$ cat src/rtl/wb_uart_tx.sv
// Wishbone B3 classic slave: transmit FIFO feeding an 8N1 UART shifter.
// Registers at wb_adr_i[3:2]: 0 TXDATA, 1 STATUS, 2 DIVISOR, 3 CTRL.
module wb_uart_tx #(
  parameter int          FIFO_DEPTH = 16,
  parameter logic [15:0] DIV_RESET  = 16'd434
) (
  input  logic        wb_clk_i,
  input  logic        wb_rst_i,
  input  logic [31:0] wb_adr_i,
  input  logic [31:0] wb_dat_i,
  input  logic [3:0]  wb_sel_i,
  input  logic        wb_cyc_i,
  input  logic        wb_stb_i,
  input  logic        wb_we_i,
  output logic [31:0] wb_dat_o,
  output logic        wb_ack_o,
  output logic        tx_o,
  output logic        irq_o
);
  localparam int AW = $clog2(FIFO_DEPTH);
  localparam int LW = AW + 1;
  localparam logic [LW-1:0] LEVEL_FULL = LW'(FIFO_DEPTH);

  typedef enum logic [1:0] {S_IDLE, S_START, S_DATA, S_STOP} state_t;

  logic          ack_q, ack_d;
  logic [31:0]   dat_q, dat_d;
  logic [15:0]   div_q, div_d;
  logic          ie_q, ie_d;
  logic          ovf_q, ovf_d;
  logic          irq_q, irq_d;
  logic [AW-1:0] wr_ptr_q, wr_ptr_d;
  logic [AW-1:0] rd_ptr_q, rd_ptr_d;
  logic [LW-1:0] level_q, level_d;
  logic [7:0]    mem_q [FIFO_DEPTH];

  state_t        state_q;
  logic [15:0]   cnt_q;
  logic [15:0]   reload_q;
  logic [2:0]    bit_q;
  logic [7:0]    shreg_q;
  logic          tx_q;

  logic        access, wr_ack, full, empty, busy;
  logic        push_req, push, pop;
  logic [1:0]  reg_a;
  logic [31:0] rdata;
  logic [15:0] next_reload;
  logic [7:0]  fifo_rd;
  logic        unused_bits;

  assign reg_a    = wb_adr_i[3:2];
  assign access   = wb_cyc_i & wb_stb_i & ~ack_q;
  // Writes take effect at the end of the ack cycle; the master is still driving the bus then.
  assign wr_ack   = ack_q & wb_cyc_i & wb_stb_i & wb_we_i;
  assign full     = (level_q == LEVEL_FULL);
  assign empty    = (level_q == '0);
  assign busy     = (state_q != S_IDLE);
  assign push_req = wr_ack & (reg_a == 2'd0) & wb_sel_i[0];
  assign push     = push_req & ~full;
  assign pop      = ~empty & ((state_q == S_IDLE) | ((state_q == S_STOP) & (cnt_q == '0)));
  // A divisor of 0 behaves like 1: every bit lasts reload+1 cycles.
  assign next_reload = (div_q == '0) ? 16'd0 : div_q - 16'd1;
  assign fifo_rd     = mem_q[rd_ptr_q];
  assign unused_bits = ^{wb_adr_i[31:4], wb_adr_i[1:0], wb_dat_i[31:16], wb_sel_i[3:2]};

  always_comb begin
    rdata = '0;
    case (reg_a)
      2'd1:    rdata = {16'd0, 8'(level_q), 4'd0, ovf_q, busy, empty, full};
      2'd2:    rdata = {16'd0, div_q};
      2'd3:    rdata = {31'd0, ie_q};
      default: rdata = '0;
    endcase
  end

  always_comb begin
    ack_d = access;
    dat_d = (access & ~wb_we_i) ? rdata : '0;
    div_d = div_q;
    ie_d  = ie_q;
    ovf_d = ovf_q;
    if (wr_ack) begin
      case (reg_a)
        2'd1: if (wb_sel_i[0] & wb_dat_i[3]) ovf_d = 1'b0;
        2'd2: begin
          if (wb_sel_i[0]) div_d[7:0]  = wb_dat_i[7:0];
          if (wb_sel_i[1]) div_d[15:8] = wb_dat_i[15:8];
        end
        2'd3: if (wb_sel_i[0]) ie_d = wb_dat_i[0];
        default: ;
      endcase
    end
    if (push_req & full) ovf_d = 1'b1;

    wr_ptr_d = push ? wr_ptr_q + AW'(1) : wr_ptr_q;
    rd_ptr_d = pop  ? rd_ptr_q + AW'(1) : rd_ptr_q;
    case ({push, pop})
      2'b10:   level_d = level_q + LW'(1);
      2'b01:   level_d = level_q - LW'(1);
      default: level_d = level_q;
    endcase
    irq_d = ie_q & empty & ~busy;
  end

  always_ff @(posedge wb_clk_i or negedge wb_rst_i) begin
    if (!wb_rst_i) begin
      ack_q    <= 1'b0;
      dat_q    <= '0;
      div_q    <= DIV_RESET;
      ie_q     <= 1'b0;
      ovf_q    <= 1'b0;
      irq_q    <= 1'b0;
      wr_ptr_q <= '0;
      rd_ptr_q <= '0;
      level_q  <= '0;
    end else begin
      ack_q    <= ack_d;
      dat_q    <= dat_d;
      div_q    <= div_d;
      ie_q     <= ie_d;
      ovf_q    <= ovf_d;
      irq_q    <= irq_d;
      wr_ptr_q <= wr_ptr_d;
      rd_ptr_q <= rd_ptr_d;
      level_q  <= level_d;
    end
  end

  always_ff @(posedge wb_clk_i) begin
    if (push) mem_q[wr_ptr_q] <= wb_dat_i[7:0];
  end

  // Shifter; the divisor is latched per frame so mid-frame writes only affect later frames.
  always_ff @(posedge wb_clk_i or negedge wb_rst_i) begin
    if (!wb_rst_i) begin
      state_q  <= S_IDLE;
      cnt_q    <= '0;
      reload_q <= '0;
      bit_q    <= '0;
      shreg_q  <= '0;
      tx_q     <= 1'b1;
    end else begin
      case (state_q)
        S_IDLE: begin
          if (pop) begin
            shreg_q  <= fifo_rd;
            reload_q <= next_reload;
            cnt_q    <= next_reload;
            tx_q     <= 1'b0;
            state_q  <= S_START;
          end
        end
        S_START: begin
          if (cnt_q != '0) begin
            cnt_q <= cnt_q - 16'd1;
          end else begin
            cnt_q   <= reload_q;
            bit_q   <= '0;
            tx_q    <= shreg_q[0];
            state_q <= S_DATA;
          end
        end
        S_DATA: begin
          if (cnt_q != '0) begin
            cnt_q <= cnt_q - 16'd1;
          end else begin
            cnt_q <= reload_q;
            if (bit_q == 3'd7) begin
              tx_q    <= 1'b1;
              state_q <= S_STOP;
            end else begin
              bit_q   <= bit_q + 3'd1;
              shreg_q <= {1'b0, shreg_q[7:1]};
              tx_q    <= shreg_q[1];
            end
          end
        end
        S_STOP: begin
          if (cnt_q != '0) begin
            cnt_q <= cnt_q - 16'd1;
          end else if (pop) begin
            shreg_q  <= fifo_rd;
            reload_q <= next_reload;
            cnt_q    <= next_reload;
            tx_q     <= 1'b0;
            state_q  <= S_START;
          end else begin
            state_q <= S_IDLE;
          end
        end
        default: state_q <= S_IDLE;
      endcase
    end
  end

  assign wb_ack_o = ack_q;
  assign wb_dat_o = dat_q;
  assign tx_o     = tx_q;
  assign irq_o    = irq_q;

endmodule

$ cat config.mk
export PLATFORM = sky130hd
export DESIGN_NAME = wb_uart_tx
export DESIGN_NICKNAME = d
export VERILOG_FILES = /design/src/rtl/wb_uart_tx.sv
export SDC_FILE = /design/constraint.sdc
export NUM_CORES = 1
export LEC_CHECK = 0
export CAP_MARGIN = 20
export CORE_MARGIN = 2
export CORE_UTILIZATION = 50
export CTS_BUF_LIST = sky130_fd_sc_hd__clkbuf_8
export DETAILED_ROUTE_END_ITERATION = 8
export PLACE_DENSITY = 0.72
export SLEW_MARGIN = 10
export SYNTH_ARGS = -nofsm -noshare
export SYNTH_HDL_FRONTEND = slang
export SYNTH_SLANG_ARGS = --single-unit
$ cat constraint.sdc
create_clock -name wb_clk_i -period 4.4 [get_ports wb_clk_i]
set_input_delay 1.1 -clock wb_clk_i [delete_from_list [all_inputs] [get_ports wb_clk_i]]
set_output_delay 1.1 -clock wb_clk_i [all_outputs]
set_load 0.03 [all_outputs]
## Word-level counts from Yosys, hierarchy flattened

Memory sizes are Yosys's and may differ from the RTL's.
Index checks and enable logic that the tools add are counted.

| word-level totals | value |
|---|---|
| flip-flop bits (word level) | 111 |
| RAM bits | 128 |
| bits of input ports | 73 |
| output and inout bits | 35 |
| word-level logic and storage cells | 124 |
| memories | 1 |

Memory list:

| name | depth | width | read ports | clocked after Yosys merged registers in | write ports | line | text |
|---|---|---|---|---|---|---|---|
| mem_q | 16 | 8 | 1 | 0 | 1 | 35 | `logic [7:0] mem_q [FIFO_DEPTH];` |

| operators by class | value |
|---|---|
| add/subtract/negate cells | 7 |
| eq/ne operators | 16 |
| multiplexer cells | 39 |
| bitwise gates (word level) | 21 |
| reductions and logical operators | 24 |

Operator list:

| cell | number |
|---|---|
| 16-bit two-way mux | 6 |
| 16-bit one-hot mux with 3 select lines | 2 |
| 16-bit logical NOT | 2 |
| 32-bit two-way mux | 1 |
| 8-bit two-way mux | 4 |
| 16-bit one-hot mux with 2 select lines | 1 |
| 16-bit by 1-bit subtractor with 16-bit output (second input constant) | 2 |
| 8-bit one-hot mux with 3 select lines | 1 |
| 16-bit nonzero test | 1 |
| 1-bit bitwise AND | 15 |
| 3-bit AND reduction | 5 |
| 2-bit nonzero test | 7 |
| 1-bit two-way mux | 12 |
| 2-bit != test (second input constant) | 6 |
| 2-bit == test (second input constant) | 5 |
| 2-bit two-way mux | 5 |
| 5-bit one-hot mux with 2 select lines | 1 |
| 3-bit two-way mux | 3 |
| 4-bit by 1-bit adder with 4-bit output (second input constant) | 2 |
| 2-bit one-hot mux with 4 select lines | 1 |
| 4-bit AND reduction | 2 |
| 2-bit by 1-bit == test with 1-bit output (second input constant) | 3 |
| 3-bit one-hot mux with 2 select lines | 1 |
| 5-bit by 1-bit adder with 5-bit output (second input constant) | 1 |
| other kinds (13) | 18 |

## Longest topological paths before layout

Gate-level depths: netlist (run 1).

| depth | value |
|---|---|
| word-level depth | 8 |
| mapped depth | 16 |
| gate-level depth less buffers | 14 |

## Least setup slack after synthesis (run 1)

Ideal clock, no wire load.

| timing path | value |
|---|---|
| path kind | input port to flip-flop |
| start point | input wb_we_i |
| end point | register level_q[4] |
| setup time | 0.122 ns |
| arrival | 3.110 ns |
| required time | 4.278 ns |
| path slack | 1.168 ns |
| stages | 13 |
| path buffers | 1 |
| path through | and4_1 -> nand2_1 -> nor4_4 -> inv_1 -> ha_1 -> clkbuf_1 -> xor2_1 -> ha_1 -> a21oi_1 -> o21ai_0 -> a22oi_1 -> nor2_1 -> xnor2_1 |

| on the way | value |
|---|---|
| word-level cells in the longest chain between the ends | 6 |
| elaborated cells on any way between the ends | 8 |
| classes of those cells | eq/ne (2); mux (1); bitwise (4); reduce/logical (1) |

RTL lines:

| item | line | text |
|---|---|---|
| start: declaration | 14 | `input logic wb_we_i,` |
| 1-bit bitwise AND (*) | 55 | `assign wr_ack = ack_q & wb_cyc_i & wb_stb_i & wb_we_i;` |
| 1-bit bitwise AND (*) (2 in a row) | 59 | `assign push_req = wr_ack & (reg_a == 2'd0) & wb_sel_i[0];` |
| 1-bit bitwise AND (*) | 60 | `assign push = push_req & ~full;` |
| 2-bit by 1-bit == test with 1-bit output / 2-bit == test (equally long branches) | 98 | `case ({push, pop})` |
| 5-bit one-hot mux with 2 select lines / 2-bit nonzero test (equally long branches) | n/a |  |
| end signal: assignment | 126 | `level_q <= level_d;` |
| end: declaration | 34 | `logic [LW-1:0] level_q, level_d;` |

Every way passes the cells marked *; elsewhere a longest branch is shown, timed or not.
A chain may end at the register's enable or synchronous reset.

## Worst setup path in the final report (run 1)

Same ends and word-level chain as after synthesis.

==> metrics.csv, run 1 <==
stage;metric;value;unit
place;place_inst;1064;
logic_synthesis;synth-async-reset-ratio;0.4260;
clocking;postCtsHoldBufs;0;
drt;wl_met3;1.405;mm
worst_setup_path;worst_setup_path_start_kind;input port;
drt;routed.top_layer;met4;
clocking;clkLatencyLatePin;0.54;ns
drt;vias_per_cell;5.891;
global_route;grt_pass1_wl;36.20;mm
sta;period_minus_slack;3.257;ns
die;dieHeight;148.4;um
global_route;antenna_found_initial;0;
sta;layout_setup_ws;1.143;ns
final_layout;drive_above_1_share;0.1926;
logic_synthesis;seq_area_frac_synth;0.5972;
logic_synthesis;yosysMostFrequentCell;edfxtp_1;
power;powerDensity;612.4;nW/um^2
logic_synthesis;synth_top_area_share;0.3685;
drt;wl_met2;10.86;mm
clocking;clk_pin_slew;0.06;ns
logic_synthesis;synth.area.top_cells;edfxtp_1, dfrtp_1, mux2_2;
sta;setup_viol;0;
logic_synthesis;synth-main-ff-cell;edfxtp_1;
clocking;clk_path_buf_depth;3;
clocking;cts_sinks;223;
final_layout;final_nets;926;
worst_setup_path;crit_type;input port to flip-flop;
final_layout;regArea;6230;sq um
sta;worst_pin_slew;1.093;ns
die;start_util;0.5122;
clocking;postCtsSetupRepairBufs;0;
final_layout;area_growth;13.02;%
worst_setup_path;end_kind;flip-flop;
drt;wl_met1;9.937;mm
place;dp.final_hpwl;15.08;mm
sta;slew_violations;0;
drt;initialDrtViolationCount;580;
clocking;numCtsBuffers;37;
drt;wl_per_cell;20.13;um
power;p_leak;4.495;nW
logic_synthesis;syn-cell-area;10430;sq um
logic_synthesis;ys_seq_elements;223;
final_layout;instances_no_fill;1132;
logic_synthesis;yosysTopAreaCell;edfxtp_1;
sta;finalHoldViolations;0;
sta;fin_tns_setup;0;ns
power;ir_worst_vdd;0.3395;mV
die;io_pins;108;
drt;ant_nets;0;
sta;finalClockSkew;0.01253;ns
logic_synthesis;yosysWarningCount;0;
worst_setup_path;worst-endpoint-arrival;3.69;ns
clocking;cts_tree;built;
sta;whs;0.4446;ns
sta;max_freq;307.1;MHz
drt;drc;0;
drt;dr.pass1.iters;6;
drt;drt_wl_total;22.79;mm
logic_synthesis;synth_edf_count;128;
die;rows;52;
final_layout;diodes;0;
place;pre_cts_ws;0.6208;ns
clocking;cts_root_buf;clkbuf_8;
logic_synthesis;ys_types;76;
run_status;status;finished, final reports clean;
global_route;grt_max_degree;81;
global_route;grtUsageTotal;0.2116;
logic_synthesis;synth.top_cells.by_count;edfxtp_1, dfrtp_1, nor2_1;
sta;grt_setup_unrepaired;no;
global_route;grt-ovfl-total;0;
die;coreArea;20360;sq um
die;die_area;22030;sq um
sta;slew_headroom;0.2715;
logic_synthesis;syn-mean-instance-area;13.35;sq um
worst_setup_path;cp_max_fo;7;
clocking;ctsResizeCount;0;
logic_synthesis;synth_cells;781;
worst_setup_path;cp_data_required_time;4.83;ns
global_route;grt_pass1_vias;6724;
die;die_w;148.4;um
final_layout;post-route-util;0.5788;
hold_path;hp-class;input port to async pin;
clocking;htree_num_levels;2;
place;numPortBuffers;43;
place;gp_congestion;0.9190;
job;cap_violations;0;
sta;min_period_over_period;0.7402;
final_layout;fillers;1590;
drt;num_vias;6669;
final_layout;multi_input_area;3882;sq um
power breakdown:
| part | internal (mW) | switching (mW) | leakage, nW |
|---|---|---|---|
| registers | 2.48 | 0.343 | 2.35 |
| clock network | 0.950 | 0.822 | 0.419 |
| logic | 1.17 | 1.46 | 1.73 |
registers in the layout, indices dropped and copies added, names as in the netlist:
name and count:
mem_q 128, cnt_q 16, div_q 16, reload_q 16
wb_dat_o 16, shreg_q 8, level_q 5, rd_ptr_q 4
wr_ptr_q 4, bit_q 3, state_q 2, ie_q 1
irq_o 1, ovf_q 1, tx_o 1, wb_ack_o 1
through the flow:
step / cell area, sq um / power, mW
detailed placement: 11030 / 5.445
global route: 11790 / 7.634
finish: 11790 / 7.219
CTS: 11760 / 7.233
floorplan: 10490 / 4.814
global placement: 11030 / 5.331
routing by layer:
metal / vias up / GRT usage
met4: 0 / 0.07857
met3: 38 / 0.04724
met1: 3363 / 0.2959
li1: 3033 / -
met2: 235 / 0.3280
met5: - / 0
final cells by class:
type,count,area share
sequential,223,0.5285
timing repair buffer,57,0.04692
tap,270,0.02866
clock inverter,25,0.01306
multi-input combinational,501,0.3294
clock buffer,42,0.04904
inverter,14,0.004458
worst max-delay path, stage by stage:
cell	delay, ns
clkdlybuf4s50_1	0.49
and4_1	0.27
nand2_1	0.12
nor4_4	0.16
inv_1	0.15
ha_1	0.33
xor2_1	0.20
ha_1	0.24
a21oi_1	0.16
o21ai_0	0.10
a22oi_1	0.15
nor2_1	0.08
xnor2_1	0.13
layout by cell type, fill, tap and decap left out, types with 7 or more instances in the layout:
cell type | netlist | layout
and2_1 | 17 | 17
mux2_2 | 44 | 44
nand3_1 | 10 | 10
nor3b_1 | 9 | 9
clkbuf_8 | 0 | 42
xor2_1 | 8 | 8
a31oi_1 | 9 | 9
ha_1 | 19 | 19
xnor2_1 | 24 | 24
a21oi_1 | 24 | 24
o21ai_0 | 25 | 25
buf_4 | 20 | 14
nand2_1 | 42 | 42
dfrtp_1 | 89 | 88
nor2b_1 | 15 | 15
nor3_1 | 20 | 20
a2111oi_0 | 8 | 8
nand2b_1 | 7 | 7
o22ai_1 | 9 | 9
conb_1 | 1 | 16
and3_1 | 10 | 10
a22oi_1 | 17 | 17
clkdlybuf4s50_1 | 0 | 42
mux4_2 | 19 | 19
nor2_1 | 47 | 47
edfxtp_1 | 128 | 128
inv_1 | 13 | 24
mux2i_1 | 12 | 12
kinds of logic after synthesis:
group / after synthesis / synth area share
AOI/OAI and AO/OA: 139 / 0.09309
xor gates and xnor gates: 32 / 0.02687
adders and majority gates: 19 / 0.02279
buffers and inverters: 72 / 0.03599
DFF: 223 / 0.5972
muxes: 81 / 0.1087
other: 1 / 0.0003595
and+or+nand+nor: 214 / 0.1150
worst paths after layout:
path	to	slack, ns	from	depth (start not counted)
setup reg to reg	level_q[4]	1.21	cnt_q[0]	14
min in group wb_clk_i	tx_o	0.50	tx_o	2
hold reg to reg	tx_o	0.50	tx_o	2
setup / recovery	level_q[4]	1.14	wb_we_i	13
hold / removal	shreg_q[2]	0.44	wb_rst_i	1
max in group asynchronous	div_q[7]	3.04	wb_rst_i	3
No activity file was read; power rests on OpenSTA's default activity.
==> inputs of run 2 (changes only) <==
==> constraint.sdc (replaced) <==
create_clock -name wb_clk_i -period 3.4 [get_ports wb_clk_i]
set_input_delay 0.85 -clock wb_clk_i [delete_from_list [all_inputs] [get_ports wb_clk_i]]
set_output_delay 0.85 -clock wb_clk_i [all_outputs]
set_load 0.03 [all_outputs]
==> run 2 against run 1 <==
Net effect:
- register-to-register slack worse by 0.73 ns
- setup slack worse by 0.66 ns
- flip-flop and latch count unchanged
- critical endpoint unchanged
==> metrics.csv, run 2 (synthesized netlist as in run 1, its figures left out) <==
stage;metric;value;unit;change
worst_setup_path;cp_max_fo;8;;+1
clocking;clk_path_buf_depth;3;;unchanged
place;dp.final_hpwl;15.29;mm;+1.3%
clocking;cts_root_buf;clkbuf_8;;
place;gp_congestion;0.8594;;-6.5%
drt;num_vias;6690;;+0.31%
global_route;grt_pass1_wl;36.76;mm;+1.5%
clocking;cts_sinks;223;;unchanged
clocking;clkLatencyLatePin;0.55;ns;about the same
sta;slew_violations;0;;unchanged
power;ir_worst_vdd;0.4162;mV;+23%
worst_setup_path;worst_setup_path_start_kind;flip-flop;;
hold_path;hp-class;input port to async pin;;
sta;worst_pin_slew;1.053;ns;-0.03947 ns
die;io_pins;108;;unchanged
drt;ant_nets;0;;unchanged
final_layout;layout_commonest_cell;edfxtp_1;;
die;dieHeight;148.4;um;unchanged
drt;initialDrtViolationCount;772;;+33%
sta;finalClockSkew;0.02842;ns;+0.01589 ns
clocking;ctsResizeCount;0;;unchanged
die;die_w;148.4;um;unchanged
worst_setup_path;crit_type;flip-flop to flip-flop;;
final_layout;largest_register;mem_q;;
die;die_area;22030;sq um;unchanged
global_route;grtUsageTotal;0.2142;;+0.002622
drt;dr.pass1.iters;5;;-1
run_status;status;finished, final reports clean;;
sta;setup_viol;0;;unchanged
global_route;grt-ovfl-total;0;;unchanged
global_route;grt_max_degree;81;;unchanged
final_layout;multi_input_area;3882;sq um;unchanged
power;powerDensity;787.5;nW/um^2;+29%
clocking;clk_pin_slew;0.06;ns;about the same
final_layout;area_growth;13.35;%;
place;numPortBuffers;43;;unchanged
sta;period_minus_slack;2.918;ns;
die;rows;52;;unchanged
power;p_leak;4.540;nW;+0.99%
final_layout;drive_above_1_share;0.1903;;-0.002264
drt;vias_per_cell;5.884;;-0.13%
worst_setup_path;end_kind;flip-flop;;
worst_setup_path;worst-endpoint-arrival;3.35;ns;-0.34 ns
clocking;postCtsSetupRepairBufs;0;;unchanged
sta;whs;0.1641;ns;-0.2805 ns
sta;fin_tns_setup;0;ns;unchanged
clocking;htree_num_levels;2;;unchanged
clocking;numCtsBuffers;36;;-2.7%
power;power;9.311;mW;+29%
die;coreArea;20360;sq um;unchanged
worst_setup_path;cp_data_required_time;3.83;ns;-1.00 ns
sta;max_freq;342.7;MHz;
final_layout;final_cell_mix;edfxtp_1, dfrtp_1, nor2_1, mux2_2;;
clocking;postCtsHoldBufs;0;;unchanged
sta;min_period_over_period;0.8583;;
die;start_util;0.5122;;unchanged
final_layout;final_area;11820;sq um;+0.30%
sta;grt_setup_unrepaired;no;;
final_layout;diodes;0;;unchanged
place;dpl-instance-area;11100;sq um;+0.66%
final_layout;largest_reg_flops;128;;unchanged
global_route;grt_pass1_vias;6889;;+2.5%
global_route;antenna_found_initial;0;;unchanged
final_layout;fillers;1580;;-0.63%
sta;slew_headroom;0.2978;;+0.02631
sta;finalHoldViolations;0;;unchanged
clocking;cts_tree;built;;
final_layout;final_nets;933;;+0.76%
drt;wl_per_cell;20.11;um;about the same
final_layout;post-route-util;0.5805;;+0.001720
final_layout;regArea;6230;sq um;unchanged
drt;drt_wl_total;22.87;mm;+0.36%
drt;drc;0;;unchanged
job;cap_violations;0;;unchanged
## run 2: area by class of cell
| class | instances | share of cell area |
|---|---|---|
| timing repair buffer | 65 | 0.05292 |
| clock inverter | 23 | 0.01101 |
| inverter | 14 | 0.004445 |
| tap | 270 | 0.02857 |
| multi-input combinational | 501 | 0.3284 |
| sequential | 223 | 0.5269 |
| clock buffer | 41 | 0.04773 |
## run 2: worst paths after layout
path	from	to	slack, ns	cells after the start
setup reg to reg	level_q[2]	level_q[4]	0.48	12
max in group asynchronous	wb_rst_i	shreg_q[5]	2.45	3
min in group wb_clk_i	wb_ack_o	wb_ack_o	0.47	1
hold / removal	wb_rst_i	reload_q[9]	0.16	1
hold reg to reg	wb_ack_o	wb_ack_o	0.47	1
setup / recovery	level_q[2]	level_q[4]	0.48	12
## run 2: critical path: stages (launching register included)
cell     delay [ns]
dfrtp_1        0.45
or4_4          0.61
nor2_4         0.25
o31a_1         0.24
inv_2          0.07
ha_1           0.21
xor2_1         0.17
ha_1           0.23
a21oi_1        0.14
o21ai_0        0.09
a22oi_1        0.15
nor2_1         0.07
xnor2_1        0.12
## run 2: per-layer routing
layer | track usage | vias up | share of wire
met1 | 0.2921 | 3350 | 0.42
met4 | 0.06524 | 0 | 0.018
met2 | 0.3565 | 264 | 0.49
met3 | 0.03589 | 37 | 0.071
met5 | 0 | - | 0
li1 | - | 3039 | -
## run 2: metrics by stage
step / setup slack (ns) / instances
after floorplan: 0.3868 / 796
after global placement: 0.1710 / 1072
after detailed placement: 0.1353 / 1072
after CTS: 0.5539 / 1136
after global routing: 0.2666 / 1137
final: 0.4818 / 1137
## run 2: power by group
group,total (mW),switching [mW],internal (mW)
Clock,2.23,1.05,1.18
Combinational,3.38,1.82,1.56
Sequential,3.70,0.501,3.20
Total,9.31,3.37,5.94
==> inputs of run 3 (changes only) <==
--- a/config.mk
+++ b/config.mk
@@ -6,11 +6,13 @@
 export NUM_CORES = 1
 export LEC_CHECK = 0
 export CAP_MARGIN = 20
+export CELL_PAD_IN_SITES_DETAIL_PLACEMENT = 1
+export CELL_PAD_IN_SITES_GLOBAL_PLACEMENT = 1
 export CORE_MARGIN = 2
-export CORE_UTILIZATION = 50
+export CORE_UTILIZATION = 49
 export CTS_BUF_LIST = sky130_fd_sc_hd__clkbuf_8
 export DETAILED_ROUTE_END_ITERATION = 8
-export PLACE_DENSITY = 0.72
+export PLACE_DENSITY_LB_ADDON = 0.1
 export SLEW_MARGIN = 10
 export SYNTH_ARGS = -nofsm -noshare
 export SYNTH_HDL_FRONTEND = slang
==> run 3 against run 2 <==
Net effect:
- first-iteration DRC count down 35%
- core utilization shrank 1.3 points
- clock power up 4%
- flip-flop and latch count stayed put
- routed wire length is 15% higher
- combinational power up 2%
- worst hold slack improved by 0.18 ns
- critical path depth unchanged
- cell count increased by 1.9%
- sequential power grew 2%
- setup slack worse by 0.13 ns
- clock-buffer cell count is 2 higher
- critical path type unchanged
==> metrics.csv, run 3 (synthesized netlist as in run 1, its figures left out) <==
stage;metric;value;unit;change
final_layout;layout_commonest_cell;edfxtp_1;;
sta;slew_headroom;0.2681;;-0.02973
sta;min_period_over_period;0.8957;;+0.03745
clocking;clk_pin_slew;0.06;ns;about the same
sta;worst_pin_slew;1.098;ns;+0.04459 ns
place;dp.final_hpwl;18.08;mm;+18%
worst_setup_path;cpMostUsedCell;ha_1;;
worst_setup_path;end_kind;flip-flop;;
die;start_util;0.4977;;-0.01443
clocking;cts_sinks;223;;unchanged
clocking;cts_tree;built;;
drt;dr.pass1.iters;7;;+2
worst_setup_path;worst_setup_path_start_kind;flip-flop;;
die;die_area;22470;sq um;+2.0%
die;die_w;149.9;um;+0.99%
final_layout;largest_register;mem_q;;
drt;ant_nets;0;;unchanged
power;clkPwrFrac;0.242;;+0.003
drt;initialDrtViolationCount;500;;-35%
clocking;numCtsBuffers;39;;+8.3%
worst_setup_path;crit_slowest_cell;or4_4;;
worst_setup_path;path_buf_inv;1;;unchanged
final_layout;final_nets;944;;+1.2%
drt;drt_wl_total;26.21;mm;+15%
final_layout;final_cell_mix;edfxtp_1, dfrtp_1, nor2_1, mux2_2, clkbuf_8;;
sta;finalClockSkew;0.02965;ns;+0.001235 ns
drt;vias_per_cell;5.846;;-0.65%
final_layout;drive_above_1_share;0.2072;;+0.01694
worst_setup_path;cp_data_required_time;3.82;ns;about the same
run_status;status;finished, final reports clean;;
clocking;postCtsHoldBufs;0;;unchanged
power;p_leak;4.590;nW;+1.1%
power;ir_worst_vdd;0.4217;mV;+1.3%
sta;grt_setup_unrepaired;no;;
place;dpl-instance-area;11160;sq um;+0.55%
global_route;grt-ovfl-total;0;;unchanged
power;combPwrFrac;0.364;;about the same
die;coreArea;20960;sq um;+2.9%
clocking;clkLatencyLatePin;0.56;ns;about the same
drt;wl_per_cell;22.61;um;+12%
sta;slew_violations;0;;unchanged
worst_setup_path;crit_chain;or4_4 -> o21ai_2 -> o31a_1 -> inv_2 -> ha_1 -> xor2_1 -> ha_1 -> a21oi_1 -> o21ai_0 -> a22oi_1 -> nor2_1 -> xnor2_1;;
final_layout;instances_no_fill;1159;;+1.9%
clocking;htree_num_levels;2;;unchanged
global_route;grt_max_degree;52;;-36%
sta;period_minus_slack;3.046;ns;+0.1273 ns
clocking;ctsResizeCount;0;;unchanged
drt;drc;0;;unchanged
place;gp_congestion;0.8160;;-5.1%
final_layout;final_area;11890;sq um;+0.59%
power;power_switching;3.572;mW;+6.0%
job;cap_violations;0;;unchanged
global_route;antenna_found_initial;1;;+1
final_layout;largest_reg_flops;128;;unchanged
place;place_inst;1086;;+1.3%
die;io_pins;108;;unchanged
place;numPortBuffers;43;;unchanged
die;rows;53;;+1.9%
global_route;grt_pass1_vias;7206;;+4.6%
worst_setup_path;crit_type;flip-flop to flip-flop;;
power;power_frac_seq;0.394;;-0.004
final_layout;area_growth;14.02;%;
power;p_sw_frac;0.3750;;+0.01305
worst_setup_path;slowest_delay;0.61;ns;about the same
sta;finalHoldViolations;0;;unchanged
global_route;grt_pass1_wl;41.36;mm;+13%
sta;max_freq;328.4;MHz;-4.2%
global_route;grtUsageTotal;0.2416;;+0.02733
die;dieHeight;149.9;um;+0.99%
sta;fin_tns_setup;0;ns;unchanged
clocking;postCtsSetupRepairBufs;0;;unchanged
sta;setup_viol;0;;unchanged
power;powerDensity;800.9;nW/um^2;+1.7%
hold_path;hp-class;input port to async pin;;
worst_setup_path;worst-endpoint-arrival;3.47;ns;+0.12 ns
clocking;clk_path_buf_depth;3;;unchanged
clocking;cts_root_buf;clkbuf_8;;
power;p_int;5.954;mW;+0.21%
worst_setup_path;critical-path-top-delay-family;compound AO/OA/AOI/OAI gates;;
drt;num_vias;6775;;+1.3%
worst_setup_path;cp_max_fo;9;;+1
## run 3: changes by cell type in the layout (fill, tap and decap cells not counted)
| cell | previous run | this run |
|---|---|---|
| buf_12 | 1 | 0 |
| buf_16 | 1 | 0 |
| buf_4 | 21 | 31 |
| bufinv_16 | 1 | 0 |
| clkbuf_8 | 41 | 43 |
| clkinv_1 | 2 | 3 |
| clkinv_2 | 0 | 8 |
| clkinv_8 | 1 | 0 |
| diode_2 | 0 | 1 |
| inv_1 | 31 | 28 |
| inv_6 | 1 | 2 |
| inv_8 | 0 | 1 |
## run 3: final timing paths
path	start	end	cells past startpoint	slack, ns
worst min-delay path	wb_rst_i	bit_q[2]	1	0.35
min in group wb_clk_i	wb_ack_o	wb_ack_o	1	0.48
worst max register to register	level_q[1]	level_q[4]	12	0.35
worst max-delay path	level_q[1]	level_q[4]	12	0.35
max in group asynchronous	wb_rst_i	tx_o	2	2.29
worst min register to register	wb_ack_o	wb_ack_o	1	0.48
## run 3: area by class of cell
cell class	instances	area (sq um)
tap	275	344.1
clock buffer	43	591.8
multi-input combinational	501	3882
fill	2138	9062
sequential	223	6230
clock inverter	29	136.4
antenna	1	2.502
timing repair buffer	73	653.1
inverter	14	52.55
## run 3: per-layer routing
| metal | vias up | share of wire | track usage |
|---|---|---|---|
| met1 | 3482 | 0.46 | 0.3490 |
| li1 | 3070 | - | - |
| met5 | - | 0 | 0 |
| met3 | 40 | 0.049 | 0.04299 |
| met2 | 183 | 0.47 | 0.3772 |
| met4 | 0 | 0.019 | 0.06887 |
## run 3: per-stage QoR
stage | setup slack [ns] | utilization | hold slack (ns) | power (mW)
floorplan | 0.3868 | - | 0.4495 | 6.230
global route | 0.2406 | 0.5674 | 0.3877 | 10.09
detailed placement | 0.04475 | 0.5327 | 0.4737 | 7.246
finish | 0.3545 | 0.5675 | 0.3464 | 9.525
global placement | 0.1428 | 0.5327 | 0.4477 | 7.065
CTS | 0.4000 | 0.5674 | 0.3601 | 9.592
## run 3: power groups by stage
stage,Sequential [mW],Clock (mW),Combinational (mW)
after floorplan,3.49,0,2.74
after global placement,3.78,0,3.29
after detailed placement,3.80,0,3.45
after CTS,3.76,2.36,3.47
after global routing,3.82,2.48,3.79
final,3.76,2.31,3.46
